File: src/rtl/pipe_stall_ctrl.sv
// Pipeline stall/flush controller: data-memory wait FSM with timeout,
// RAW hazard detection (load-use or full interlock), branch flush and a
// saturating stall-cycle counter. Control outputs are combinational so the
// pipeline reacts in the same cycle as the conditions that cause them.
module pipe_stall_ctrl (
  input  logic        clk,
  input  logic        rst,
  input  logic [4:0]  src1,
  input  logic [4:0]  src2,
  input  logic        two_src,
  input  logic        forward_en,
  input  logic [4:0]  exe_dest,
  input  logic        exe_wb_en,
  input  logic        exe_mem_r_en,
  input  logic [4:0]  mem_dest,
  input  logic        mem_wb_en,
  input  logic        mem_r_en,
  input  logic        mem_w_en,
  input  logic        mem_ready,
  input  logic        branch_taken,
  output logic        freeze,
  output logic        hazard_stall,
  output logic        flush,
  output logic        mem_req,
  output logic        mem_timeout,
  output logic [15:0] stall_cycles
);

  typedef enum logic [1:0] {IDLE, WAIT, DONE} mem_state_t;

  mem_state_t state;
  logic [7:0] wait_cnt;
  logic       access;
  logic       wait_expired;
  logic       raw_hazard;

  assign access = mem_r_en | mem_w_en;

  // The 256th consecutive WAIT cycle without mem_ready gives up on the access.
  assign wait_expired = (state == WAIT) && !mem_ready && (wait_cnt == 8'hFF);

  // True when a producer in flight writes a nonzero source register the ID
  // instruction still needs.
  function automatic logic src_hit(input logic [4:0] src);
    logic hit;
    hit = 1'b0;
    if (src != 5'd0) begin
      if (forward_en) begin
        // With forwarding only a load in EXE cannot supply its result in time.
        hit = exe_mem_r_en && (exe_dest == src);
      end else begin
        hit = (exe_wb_en && (exe_dest == src)) || (mem_wb_en && (mem_dest == src));
      end
    end
    return hit;
  endfunction

  // Hazard detection on the ID-stage operands.
  always_comb begin
    raw_hazard = src_hit(src1) || (two_src && src_hit(src2));
  end

  // Memory handshake outputs decoded from the current state; all forced low in reset.
  always_comb begin
    // NOTE: every output gets a default first so no path leaves it unassigned
    // (which would infer a latch).
    mem_req = 1'b0;
    freeze  = 1'b0;
    if (!rst) begin
      case (state)
        IDLE: begin
          mem_req = access;
          freeze  = access;
        end
        WAIT:    freeze = !mem_ready && !wait_expired;
        default: freeze = 1'b0;
      endcase
    end
  end

  // Freeze outranks both the branch flush and the hazard bubble; a taken branch
  // squashes the dependent instruction, so it needs no bubble.
  always_comb begin
    flush        = !rst && branch_taken && !freeze;
    hazard_stall = !rst && raw_hazard && !freeze && !branch_taken;
  end

  // Memory wait FSM, wait counter and sticky timeout flag.
  always_ff @(posedge clk or posedge rst) begin
    if (rst) begin
      state       <= IDLE;
      wait_cnt    <= 8'd0;
      mem_timeout <= 1'b0;
    end else begin
      // NOTE: sequential state uses non-blocking assignments so every register
      // samples the pre-edge values, independent of statement order.
      case (state)
        IDLE: begin
          if (access) begin
            state    <= WAIT;
            wait_cnt <= 8'd0;
          end
        end
        WAIT: begin
          if (mem_ready) begin
            state <= DONE;
          end else if (wait_expired) begin
            state       <= IDLE;
            mem_timeout <= 1'b1;
          end else begin
            wait_cnt <= wait_cnt + 8'd1;
          end
        end
        // The completed instruction is still in MEM this cycle; its request
        // lines are ignored so it is not issued twice.
        DONE:    state <= IDLE;
        default: state <= IDLE;
      endcase
    end
  end

  // Saturating count of cycles in which the pipeline front end was held.
  always_ff @(posedge clk or posedge rst) begin
    if (rst) begin
      stall_cycles <= 16'd0;
    end else if ((freeze || hazard_stall) && (stall_cycles != 16'hFFFF)) begin
      stall_cycles <= stall_cycles + 16'd1;
    end
  end

endmodule
File: config.mk
export PLATFORM = sky130hd
export DESIGN_NAME = pipe_stall_ctrl
export DESIGN_NICKNAME = d
export VERILOG_FILES = /design/src/rtl/pipe_stall_ctrl.sv
export SDC_FILE = /design/constraint.sdc
export NUM_CORES = 1
export LEC_CHECK = 0
export CELL_PAD_IN_SITES_DETAIL_PLACEMENT = 0
export CELL_PAD_IN_SITES_GLOBAL_PLACEMENT = 1
export CORE_MARGIN = 2
export CORE_UTILIZATION = 25
export CTS_CLUSTER_SIZE = 40
export DETAILED_ROUTE_END_ITERATION = 6
export GPL_TIMING_DRIVEN = 0
export PLACE_DENSITY = 0.69
export SLEW_MARGIN = 20
export SYNTH_ARGS = -nofsm -noshare
export SYNTH_HDL_FRONTEND = slang
export SYNTH_SLANG_ARGS = --single-unit
File: constraint.sdc
create_clock -name clk -period 3.9 [get_ports clk]
set_clock_uncertainty 0.05 [all_clocks]
set_input_delay 0.78 -clock clk [delete_from_list [all_inputs] [get_ports clk]]
set_output_delay 0.78 -clock clk [all_outputs]
set_load 0.02 [all_outputs]
## Word level (Yosys, flattened, before mapping)

Cells that the tools add are included.
Widths: inputs -> output; s select.

- Bits in registers: 27
- Word-level logic and storage cells: 67

- Add/subtract/negate cells: 2
- Equality and inequality tests: 11
- Multiplexer cells: 16
- Bitwise gates (word level): 2
- Reduce and logical (&&, ||, !) cells: 32

Operator list:

| operator | count |
|---|---|
| $mux 8 | 3 |
| $eq 5x5->1 | 4 |
| $add 16x1->16 const B | 1 |
| $logic_and 1x1->1 | 16 |
| $ne 16x16->1 const B | 1 |
| $pmux 8 s2 | 1 |
| $reduce_bool 5->1 | 2 |
| $add 8x1->8 const B | 1 |
| $eq 8x8->1 const B | 1 |
| $mux 1 | 7 |
| $mux 2 | 3 |
| $ne 2x2->1 const B | 3 |
| $logic_not 1->1 | 5 |
| $logic_or 1x1->1 | 4 |
| $pmux 2 s2 | 1 |
| $reduce_and 4->1 | 1 |
| $ne 3x3->1 const B | 1 |
| $reduce_and 3->1 | 1 |
| $eq 2x1->1 const B | 1 |
| $logic_not 2->1 | 1 |
| $pmux 1 s2 | 1 |
| $reduce_and 2->1 | 1 |
| $reduce_bool 2->1 | 1 |
| $not 1->1 | 1 |
| $or 1x1->1 | 1 |

## Depth between registers and ports, before layout

- Depth after elaboration: 12
- Mapped depth: 10

## Least setup slack after synthesis

No wires, ideal clock.

- Path type: input port to output port
- Start: in rst
- End: out hazard_stall
- Arrival time: 1981 ps
- Data required time: 3070 ps
- Path slack: 1089 ps
- Stages: 3
- Path buffers: 0
- Cell sequence: inv_1 > o2111ai_1 > nand2_1

- Longest elaborated chain between the ends: 4
- Elaborated cells on any way between the ends: 6

RTL lines:

| what | RTL line | text |
|---|---|---|
| start: declaration | 7 | `input logic rst,` |
| $mux 1 / $logic_not 1->1 (equally long branches) | n/a |  |
| $logic_not 1->1 / $logic_and 1x1->1 (equally long branches) | 85 | `hazard_stall = !rst && raw_hazard && !freeze && !branch_taken;` |
| $logic_and 1x1->1 (*) (2 in series) | 85 |  |
| end: declaration | 22 | `output logic hazard_stall,` |

Mark *: on every way between the ends. The rest lies on a longest branch, timed or not.

## Final worst setup path

- Start: in src2[1]
- End: out hazard_stall

- Longest elaborated chain between the ends: 10
- Elaborated cells on any way between the ends: 14

RTL lines:

| what | RTL line | text |
|---|---|---|
| start: declaration | 9 | `input logic [4:0] src2,` |
| $eq 5x5->1 (on tied branches) | 50, 52 |  |
| $logic_and 1x1->1 | 52 | `hit = (exe_wb_en && (exe_dest == src)) \|\| (mem_wb_en && (mem_dest == src));` |
| $logic_or 1x1->1 | 52 |  |
| $mux 1 | 48 | `if (forward_en) begin` |
| $mux 1 (*) | 47 | `if (src != 5'd0) begin` |
| $logic_and 1x1->1 (*) | 60 | `raw_hazard = src_hit(src1) \|\| (two_src && src_hit(src2));` |
| $logic_or 1x1->1 (*) | 60 |  |
| $logic_and 1x1->1 (*) (3 in series) | 85 |  |

Marked as above.

==> out/results.ini <==
[detailed_routing]
wl_met2_um=1906
met3_wirelength_um=171
vias=1429
viasPerCell=4.670
drt_pass1_iterations=4
ant_nets=0
met1_length_um=1857
highest_layer=met4
routed_wl_um=3951
detail_route.wl_per_cell_um=12.91
drc=0
drt-initial-drc-count=80

[yosys]
synth_compound_area_share_pct=8.725
synthTopCellsByCount=27 x dfrtp_1, 24 x xnor2_1, 15 x nor2_1
synth_largest_area_cell=dfrtp_1
avgSynthCellArea_um2=9.477
synth_top_family_by_area=simple AND/OR/NAND/NOR gates
muxShareOfSynthArea_pct=2.049
syn_area_um2=1649
synth_cell_types=35
synth_adder_area_share_pct=1.517
async_flop_share_pct=100.0
synth_seq_area_share_pct=40.97
synth_area_leaders=dfrtp_1 41%, xnor2_1 13%, xor2_1 6.4%
syn-num-nets=207
synth.most_common_cell=dfrtp_1
synth_xor_xnor_area_share_pct=19.12
synth.top_cell.area_share_pct=40.97
yosys_warnings=0
yosys.area_share.simple_pct=25.80
synth-edff-count=0
syn_inst=174
ys.flop_type=dfrtp_1
yosys_register_bits=27

[power_and_ir_drop]
switchingPower_uw=342.0
irDropWorstVdd_mv=0.5223
p_int_uw=591.4
p_seq_share_pct=41.3
power_frac_comb_pct=41.8
clkPwrFrac_pct=16.9
powerDensity_nw_per_um2=405.9
leakagePower_nw=0.8970
swShare_pct=36.64

[min_path]
min_path_type=reg -> reg
min_from=mem_timeout
worstHoldEndpoint=mem_timeout
holdPathStages=1

[sta]
min_period_ns=3.690
worst_pin_slew_ns=0.6494
setup_viol=0
max_freq_ghz=0.2710
relSlewSlack_pct=56.65
finalMaxSlewViolations=0
hold_viol=0
timing.final.crit_share_pct=94.61
rsz0062_at_grt=no
holdWs_ns=0.4166
fin_ws_ns=0.2101

[global_routing]
grt_overflow_total=0
grt_pass1_wl_um=6927
grt_max_degree=33
grt_pass1_vias=1490
groute.usage.overall_pct=11.55
antenna_found_initial=0

[floorplan]
start_util_pct=25.97
core_area_um2=6350
die-height_um=85.22
io_pins=52
die_w_um=85.22
die_area_um2=7262
fp-row-count=29

[placement]
gp_congestion=0.7606
post-dp-hpwl_um=3108
place_ws_ns=-0.02804
io_buffers=51
dpl_cell_area_um2=2256

[final_layout]
drive_gt1_share_pct=6.114
fill_cells=631
fin_nets=263
n_antenna_cell=0
fin_area_um2=2300
area_growth_pct=39.45

[cts]
cts_tree=built
cts-root-buf=clkbuf_8
clock_sinks=27
clkTransAtPathRegs_ns=0.09
worstSkewPairLatency_ns=0.27
clockBufferDepth=2
htreeDepth=1
numCtsBuffers=3

[setup_path]
crit_buf_inv=2
crit_cells=7
cpLargestDelayFamily=buffers and inverters
worstPathCellList=clkdlybuf4s50_1, or4_1, o21ai_2, nor4_1, o2111ai_1, nand2_1, dlygate4sd2_1
max_stage_delay_ns=0.55
start_kind=primary input
reg2reg_from=wait_cnt[0]
cp_max_fo=3
cp_data_required_time_ns=3.07
ff2ff_path_depth=9
rrSetupSlack_ns=1.68
cp_slowest_cell=or4_1
arrival_ns=2.86
critPathKind=in -> out
worst_setup_path_end_kind=output pin
rr_endpoint=stall_cycles[1]

[flow_run]
maxCapViolCount=0

[outcome]
outcome=completed

[stage by stage]
stage / TNS [ns] / utilization [%] / cells / power (mW)
2_1_floorplan: 0 / - / 174 / 0.6151
3_3_place_gp: -0.5429 / 35.53 / 302 / 0.7807
3_5_place_dp: -0.02804 / 35.53 / 302 / 0.7830
4_1_cts: 0 / 36.22 / 306 / 0.9458
5_1_grt: 0 / 36.22 / 306 / 1.011
6_report: 0 / 36.22 / 306 / 0.9335
[flip-flops by register name, indices dropped and copies added, names as in the netlist]
signal and cells:
stall_cycles 16, state 2, mem_timeout 1, wait_cnt 8
[power groups by stage]
stage	Sequential [mW]	Clock, mW	Combinational, mW
6_report	0.386	0.158	0.390
5_1_grt	0.400	0.182	0.429
4_1_cts	0.387	0.164	0.395
3_5_place_dp	0.391	0	0.392
3_3_place_gp	0.390	0	0.391
2_1_floorplan	0.417	0	0.198
[what timing repair did]
action | 4_1_cts | 5_1_grt
setup endpoints to repair | 1 | 0
buffers inserted | 0 | 0
resized for setup | 1 | 0
hold buffers | 0 | 0
[how the worst max path moves through the flow]
stage	to	slack (ns)	start
4_1_cts	hazard_stall	0.19	src2[1]
3_3_place_gp	hazard_stall	-0.36	rst
2_1_floorplan	hazard_stall	1.09	rst
3_5_place_dp	hazard_stall	-0.03	src2[1]
5_1_grt	hazard_stall	0.04	src2[1]
6_report	hazard_stall	0.21	src2[1]
[metal layers]
| layer | global-route usage (%) | vias to the layer above |
|---|---|---|
| li1 | - | 727 |
| met1 | 15.49 | 672 |
| met2 | 19.03 | 28 |
| met3 | 3.113 | 2 |
| met4 | 1.876 | 0 |
| met5 | 0 | - |
[layout make-up]
cell class	count	area (um2)	share of cell area (%)
Buffer	1	11.26	0.4897
Clock buffer	4	45.04	1.959
Tap cell	77	96.34	4.189
Timing Repair Buffer	51	509.2	22.14
Sequential cell	27	675.6	29.38
Inverter	5	18.77	0.8161
Multi-Input combinational cell	141	943.4	41.02
[cell usage in the layout, fill, tap and decap left out, types with 2 or more instances in the layout]
master           synthesis  routed
nor2_1                  15      15
or3_1                    3       3
nand3b_1                 2       2
clkbuf_8                 0       3
o2111ai_1                2       2
o21ai_0                  8       8
clkdlybuf4s50_1          0      50
nor4_1                   4       4
or4_1                    2       2
nor2b_1                  4       4
xnor2_1                 24      24
nor3_1                   3       3
inv_1                    4       3
mux2_2                   2       2
and3_1                   5       5
xor2_1                  12      12
nand2_1                 13      13
ha_1                     2       2
inv_2                    1       2
dfrtp_1                 27      27
nand4_1                  6       6
nand3_2                  4       4
o22a_1                   2       2
o21a_1                   3       3
a21oi_1                  3       3
nand3_1                 12      12
[cell families (layout without fill, tap and decap cells)]
logic type	count (synthesis)	in the layout
fa+ha+maj	2	2
xor+xnor	36	36
compound gates	22	22
simple gates	78	78
buf+inv	6	61
mux	3	3
flops	27	27
(Power assumes the default switching activity.)
